===== src/rtl/line_slot_scheduler.sv =====
// Line slot scheduler: hands out write/read slots of a shared line BRAM.
// Optional drop statistics counter enabled by defining SLOT_STATS_EN.
module line_slot_scheduler #(
   parameter int ADDR_W     = 7,
   parameter int SLOTS      = 4,
   parameter int SLOT_DEPTH = 32
) (
   input  logic                     clk_i,
   input  logic                     rst_i,
   input  logic                     frame_i,
   input  logic                     wr_req_i,
   input  logic                     wr_done_i,
   output logic                     wr_gnt_o,
   output logic [ADDR_W-1:0]        wr_base_o,
   output logic                     wr_drop_o,
   input  logic                     rd_req_i,
   input  logic                     rd_done_i,
   output logic                     rd_gnt_o,
   output logic [ADDR_W-1:0]        rd_base_o,
   output logic [$clog2(SLOTS):0]   level_o,
   output logic                     full_o,
   output logic                     empty_o
`ifdef SLOT_STATS_EN
   ,
   output logic [15:0]              drop_cnt_o
`endif
);

   localparam int PW = $clog2(SLOTS);
   localparam int SW = $clog2(SLOT_DEPTH);
   localparam int LW = PW + 1;

   typedef enum logic {W_IDLE, W_ACTIVE} w_state_t;
   typedef enum logic {R_IDLE, R_ACTIVE} r_state_t;

   w_state_t        w_state;
   r_state_t        r_state;
   logic [PW-1:0]   wr_ptr;
   logic [PW-1:0]   rd_ptr;
   logic            w_commit;
   logic            r_release;
   logic            drop_now;

   assign full_o    = (level_o == LW'(SLOTS));
   assign empty_o   = (level_o == '0);
   assign w_commit  = (w_state == W_ACTIVE) && wr_done_i;
   assign r_release = (r_state == R_ACTIVE) && rd_done_i;
   assign drop_now  = wr_req_i && ((w_state == W_ACTIVE) || full_o);

   // Write/read FSMs, pointers, occupancy level and registered pulses
   always_ff @(posedge clk_i) begin
      if (!rst_i) begin
         w_state   <= W_IDLE;
         r_state   <= R_IDLE;
         wr_ptr    <= '0;
         rd_ptr    <= '0;
         level_o   <= '0;
         wr_gnt_o  <= 1'b0;
         rd_gnt_o  <= 1'b0;
         wr_drop_o <= 1'b0;
         wr_base_o <= '0;
         rd_base_o <= '0;
      end else if (frame_i) begin
         w_state   <= W_IDLE;
         r_state   <= R_IDLE;
         wr_ptr    <= '0;
         rd_ptr    <= '0;
         level_o   <= '0;
         wr_gnt_o  <= 1'b0;
         rd_gnt_o  <= 1'b0;
         wr_drop_o <= 1'b0;
      end else begin
         wr_gnt_o  <= 1'b0;
         rd_gnt_o  <= 1'b0;
         wr_drop_o <= drop_now;
         case (w_state)
            W_IDLE: begin
               if (wr_req_i && !full_o) begin
                  wr_gnt_o  <= 1'b1;
                  wr_base_o <= {wr_ptr, SW'(0)};
                  w_state   <= W_ACTIVE;
               end
            end
            W_ACTIVE: begin
               if (wr_done_i) begin
                  wr_ptr  <= wr_ptr + 1'b1;
                  w_state <= W_IDLE;
               end
            end
            default: w_state <= W_IDLE;
         endcase
         case (r_state)
            R_IDLE: begin
               if (rd_req_i && !empty_o) begin
                  rd_gnt_o  <= 1'b1;
                  rd_base_o <= {rd_ptr, SW'(0)};
                  r_state   <= R_ACTIVE;
               end
            end
            R_ACTIVE: begin
               if (rd_done_i) begin
                  rd_ptr  <= rd_ptr + 1'b1;
                  r_state <= R_IDLE;
               end
            end
            default: r_state <= R_IDLE;
         endcase
         level_o <= level_o + LW'(w_commit) - LW'(r_release);
      end
   end

`ifdef SLOT_STATS_EN
   // Saturating count of rejected write requests since reset/frame
   always_ff @(posedge clk_i) begin
      if (!rst_i || frame_i) begin
         drop_cnt_o <= '0;
      end else if (drop_now && drop_cnt_o != 16'hFFFF) begin
         drop_cnt_o <= drop_cnt_o + 16'd1;
      end
   end
`endif

endmodule


===== config.mk =====
export PLATFORM = sky130hd
export DESIGN_NAME = line_slot_scheduler
export DESIGN_NICKNAME = d
export VERILOG_FILES = /design/src/rtl/line_slot_scheduler.sv
export SDC_FILE = /design/constraint.sdc
export NUM_CORES = 1
export LEC_CHECK = 0
export BUFFER_PORTS_ARGS = -buffer_cell sky130_fd_sc_hd__buf_2
export CORE_UTILIZATION = 47
export CTS_CLUSTER_SIZE = 10
export DETAILED_ROUTE_END_ITERATION = 6
export PLACE_DENSITY = 0.87
export SYNTH_ARGS = -nofsm -noshare
export SYNTH_HDL_FRONTEND = slang
export SYNTH_SLANG_ARGS = --single-unit

===== constraint.sdc =====
create_clock -name clk_i -period 2.4 [get_ports clk_i]
set_clock_uncertainty 0.2 [all_clocks]
set_input_delay 0 -clock clk_i [delete_from_list [all_inputs] [get_ports clk_i]]
set_output_delay 0 -clock clk_i [all_outputs]
set_load 0.02 [all_outputs]

==> flow_summary.html <==
<table>
<tr><th>Metric</th><th>Value</th></tr>
<tr><th colspan="2">Floorplan</th></tr>
<tr><td>Starting Density</td><td>51.1%</td></tr>
<tr><td>Standard-cell rows</td><td>14</td></tr>
<tr><td>Floorplan core area</td><td>1520 um^2</td></tr>
<tr><td>Die outline width</td><td>42.7 um</td></tr>
<tr><td>I/O pin count</td><td>29</td></tr>
<tr><td>Die Footprint</td><td>1830 um^2</td></tr>
<tr><td>Die Y-Extent</td><td>42.7 um</td></tr>
<tr><th colspan="2">Route</th></tr>
<tr><td>Count of nets left with antenna violations after detail routing</td><td>0</td></tr>
<tr><td>Number of remaining DRC errors</td><td>0</td></tr>
<tr><td>Detailed-route via count</td><td>553</td></tr>
<tr><td>Initial detailed-routing violation count</td><td>8</td></tr>
<tr><td>Post-Route WL</td><td>1270 um</td></tr>
<tr><td>Drt first pass iters</td><td>3</td></tr>
<tr><td>Via count normalized by instance count</td><td>4.53</td></tr>
<tr><td>Drt wl/cell</td><td>10.4 um</td></tr>
<tr><th colspan="2">Cells and area</th></tr>
<tr><td>Fraction of the core area covered by cells at the end of the flow</td><td>62.8%</td></tr>
<tr><td>Finished Cell Area</td><td>957 um^2</td></tr>
<tr><td>Multi-input combinational cell area</td><td>403 um^2</td></tr>
<tr><td>Nets</td><td>118</td></tr>
<tr><td>Count of fill cells added during filler insertion</td><td>134</td></tr>
<tr><td>Share of layout cells above drive strength 1</td><td>23.6%</td></tr>
<tr><td>Syn-to-layout area delta</td><td>22.8%</td></tr>
<tr><td>ANT cells</td><td>0</td></tr>
<tr><td>Area taken by flip-flops and latches</td><td>320 um^2</td></tr>
<tr><th colspan="2">Power</th></tr>
<tr><td>Power density over the cells</td><td>478 nW/um^2</td></tr>
<tr><td>Leakage power figure</td><td>0.450 nW</td></tr>
<tr><td>Total Power</td><td>0.458 mW</td></tr>
<tr><td>Maximum resistive drop on vdd</td><td>0.000330 V</td></tr>
<tr><th colspan="2">Min path</th></tr>
<tr><td>Hold Crit Depth</td><td>2</td></tr>
<tr><td>Classification of the worst-slack hold path</td><td>reg -&gt; reg</td></tr>
<tr><td>End point of the most critical hold path</td><td>wr_base_o[5]</td></tr>
<tr><td>Min-delay src</td><td>wr_base_o[5]</td></tr>
<tr><th colspan="2">Clock tree</th></tr>
<tr><td>Clock slew seen by the registers of the worst setup and hold paths</td><td>0.09 ns</td></tr>
<tr><td>Number of buffers created by CTS</td><td>3</td></tr>
<tr><td>Number of levels the H-tree was split into</td><td>1</td></tr>
<tr><td>Latest clock arrival within the worst-skew pair</td><td>0.28 ns</td></tr>
<tr><td>Number of sinks on the clock net</td><td>16</td></tr>
<tr><td>Max clock buf depth</td><td>2</td></tr>
<tr><td>Count of hold-fix buffers inserted at cts</td><td>9</td></tr>
<tr><td>Clock Tree Root</td><td>clkbuf_4</td></tr>
<tr><td>Post-cts repair resize count</td><td>0</td></tr>
<tr><td>CTS tree</td><td>done</td></tr>
<tr><td>Post-CTS setup-driven buffer insertion count</td><td>0</td></tr>
<tr><th colspan="2">Timing</th></tr>
<tr><td>RSZ-0062 raised after global routing</td><td>no</td></tr>
<tr><td>Tmin final</td><td>2.18 ns</td></tr>
<tr><td>Maximum clock frequency</td><td>0.459 GHz</td></tr>
<tr><td>Count of final setup violators</td><td>0</td></tr>
<tr><td>Portion of the clock cycle consumed by the worst path in the final layout</td><td>90.8%</td></tr>
<tr><td>Final hold slack</td><td>0.267 ns</td></tr>
<tr><td>Post-Route Setup TNS</td><td>0 ns</td></tr>
<tr><td>Number of max-slew violations in the final report</td><td>0</td></tr>
<tr><td>Hold violation total from the final report</td><td>0</td></tr>
<tr><th colspan="2">Worst setup path</th></tr>
<tr><td>Critical Path Fanout Max</td><td>6</td></tr>
<tr><td>CP cell instances</td><td>nand2_1 -&gt; ha_1 -&gt; inv_1 -&gt; ha_1 -&gt; fa_1 -&gt; xnor2_1 -&gt; xnor2_1 -&gt; nor2_1</td></tr>
<tr><td>Kind of cell adding the most delay to the critical path</td><td>adder cells</td></tr>
<tr><td>Worst reg2reg startpoint</td><td>w_state</td></tr>
<tr><td>Slack of the worst reg-to-reg path</td><td>0.22 ns</td></tr>
<tr><td>Cell with the largest stage delay on the worst path</td><td>dfxtp_1</td></tr>
<tr><td>Depth of the most critical reg-to-reg path</td><td>8</td></tr>
<tr><td>Path type of the worst setup path</td><td>reg -&gt; reg</td></tr>
<tr><td>Capturing element type of the critical path</td><td>flop</td></tr>
<tr><td>Worst reg2reg path endpoint</td><td>level_o[2]</td></tr>
<tr><td>Critical Path Source Type</td><td>flop</td></tr>
<tr><td>Crit path arrival time</td><td>2.15 ns</td></tr>
<tr><td>Max stage delay on crit path</td><td>0.46 ns</td></tr>
<tr><td>Worst path buffer plus inverter count</td><td>1</td></tr>
<tr><td>Required @ worst endpoint</td><td>2.37 ns</td></tr>
<tr><th colspan="2">Synthesis</th></tr>
<tr><td>Dominant synthesized flop cell</td><td>dfxtp_1</td></tr>
<tr><td>Synthesis-stage register bit count</td><td>16</td></tr>
<tr><td>Proportion of synthesized chip area in sequential cells</td><td>41.1%</td></tr>
<tr><td>Asr flop ratio synth</td><td>0%</td></tr>
<tr><td>Most common cell in the netlist</td><td>dfxtp_1</td></tr>
<tr><td>Count of unique library cells instantiated by Yosys</td><td>23</td></tr>
<tr><td>Syn. warnings</td><td>0</td></tr>
<tr><td>Post-synthesis cell type with the largest combined area</td><td>dfxtp_1</td></tr>
<tr><td>Area share of the largest cell type after synthesis</td><td>41.1%</td></tr>
<tr><td>Average size of a mapped cell</td><td>9.99 um^2</td></tr>
<tr><td>Most frequent cells after synthesis</td><td>16 x dfxtp_1, 10 x buf_4, 9 x nand2_1</td></tr>
<tr><td>Post-synth design cell area</td><td>779 um^2</td></tr>
<tr><td>Number of flops mapped to enable cells by yosys</td><td>0</td></tr>
<tr><td>Number of cells produced by synthesis</td><td>78</td></tr>
<tr><td>Cells taking the most area after synthesis</td><td>dfxtp_1 41%, buf_4 9.6%, nor4b_4 6.1%, mux2i_1 5.1%, nand2_1 4.3%</td></tr>
<tr><th colspan="2">Global route</th></tr>
<tr><td>Wire length of the first global-routing pass</td><td>2150 um</td></tr>
<tr><td>Largest net degree at the start of global routing</td><td>13</td></tr>
<tr><td>Overall global routing resource usage</td><td>15.7%</td></tr>
<tr><td>Initial antenna violation count</td><td>0</td></tr>
<tr><td>Vias in the first global route</td><td>479</td></tr>
<tr><td>Overall overflow remaining after global route</td><td>0</td></tr>
<tr><th colspan="2">Place</th></tr>
<tr><td>Weighted congestion at the end of routability-driven global placement</td><td>0.709</td></tr>
<tr><td>DPL Wire Length</td><td>938 um</td></tr>
<tr><td>Area of placed instances</td><td>845 um^2</td></tr>
<tr><td>Number of port buffers</td><td>18</td></tr>
<tr><th colspan="2">Job</th></tr>
<tr><td>Max-cap violations</td><td>0</td></tr>
<tr><th colspan="2">Outcome</th></tr>
<tr><td>Run status</td><td>completed</td></tr>
</table>
[state kept, by name (all words and copies together) (netlist names)]
signal	cells
wr_drop_o	1
rd_ptr	2
r_state	1
w_state	1
level_o	3
wr_base_o	2
rd_base_o	2
wr_gnt_o	1
wr_ptr	2
rd_gnt_o	1
[worst min-delay path, stage by stage, from the launching register on]
cell,delay [ns]
dfxtp_1,0.32
nand2_1,0.05
mux2i_1,0.05
[cells in the final DEF (no fill, tap or decap)]
master	n
a21oi_1	2
nand2_1	9
dfxtp_1	16
buf_2	18
conb_1	10
nand3_1	2
fa_1	1
nor3_2	1
nor3b_2	1
ha_1	2
clkbuf_4	3
or2b_1	1
xnor2_1	3
and2_1	5
dlygate4sd3_1	9
inv_1	3
nor2b_1	1
nor2_1	5
or3b_1	2
nand2b_1	2
o211a_1	1
nor4b_4	2
xor2_1	3
mux2i_1	4
[power breakdown]
part	total, mW	internal [mW]	switching [mW]
sequential	0.270	0.268	0.00246
combinational	0.0500	0.0197	0.0303
clock	0.138	0.0583	0.0793
total	0.458	0.346	0.112
[metrics by stage]
step           instances  worst slack (ns)
6_report             122             0.221
5_1_grt              122            0.0869
4_1_cts              122             0.212
3_5_place_dp         110             0.229
3_3_place_gp         110             0.335
2_1_floorplan         87             0.372
[how the worst max path moves through the flow]
stage	from	to	cells past startpoint
after global routing	w_state	level_o[2]	8
after detailed placement	w_state	level_o[2]	8
after CTS	w_state	level_o[2]	8
after floorplan	w_state	level_o[2]	8
final	w_state	level_o[2]	8
after global placement	r_state	level_o[2]	8
[kinds of logic (layout without fill, tap and decap cells)]
| kind of cell | Yosys count | in the layout | synth area share, % |
|---|---|---|---|
| simple gates | 31 | 31 | 26.6 |
| buf+inv | 14 | 33 | 11.6 |
| xor+xnor | 6 | 6 | 6.74 |
| compound gates | 3 | 3 | 2.57 |
| mux | 4 | 4 | 5.14 |
| fa+ha+maj | 3 | 3 | 5.78 |
| other cells | 1 | 10 | 0.481 |
| flops | 16 | 16 | 41.1 |
[area by class of cell]
class	instances	area share, %
multi-input cells	57	42.1
flip-flops and latches	16	33.5
repair buffers	27	18.8
clock buffers	3	2.35
well taps	16	2.09
inverters	3	1.18
[per-layer routing]
metal / global-route usage (%) / vias to the layer above / part of all wire [%]
met4: 5.63 / 0 / 1.1
li1: - / 286 / -
met2: 24.2 / 20 / 46
met5: 0 / - / 0
met3: 3.83 / 2 / 5.9
met1: 21.3 / 245 / 47
Power figures use the tool's default switching activity.
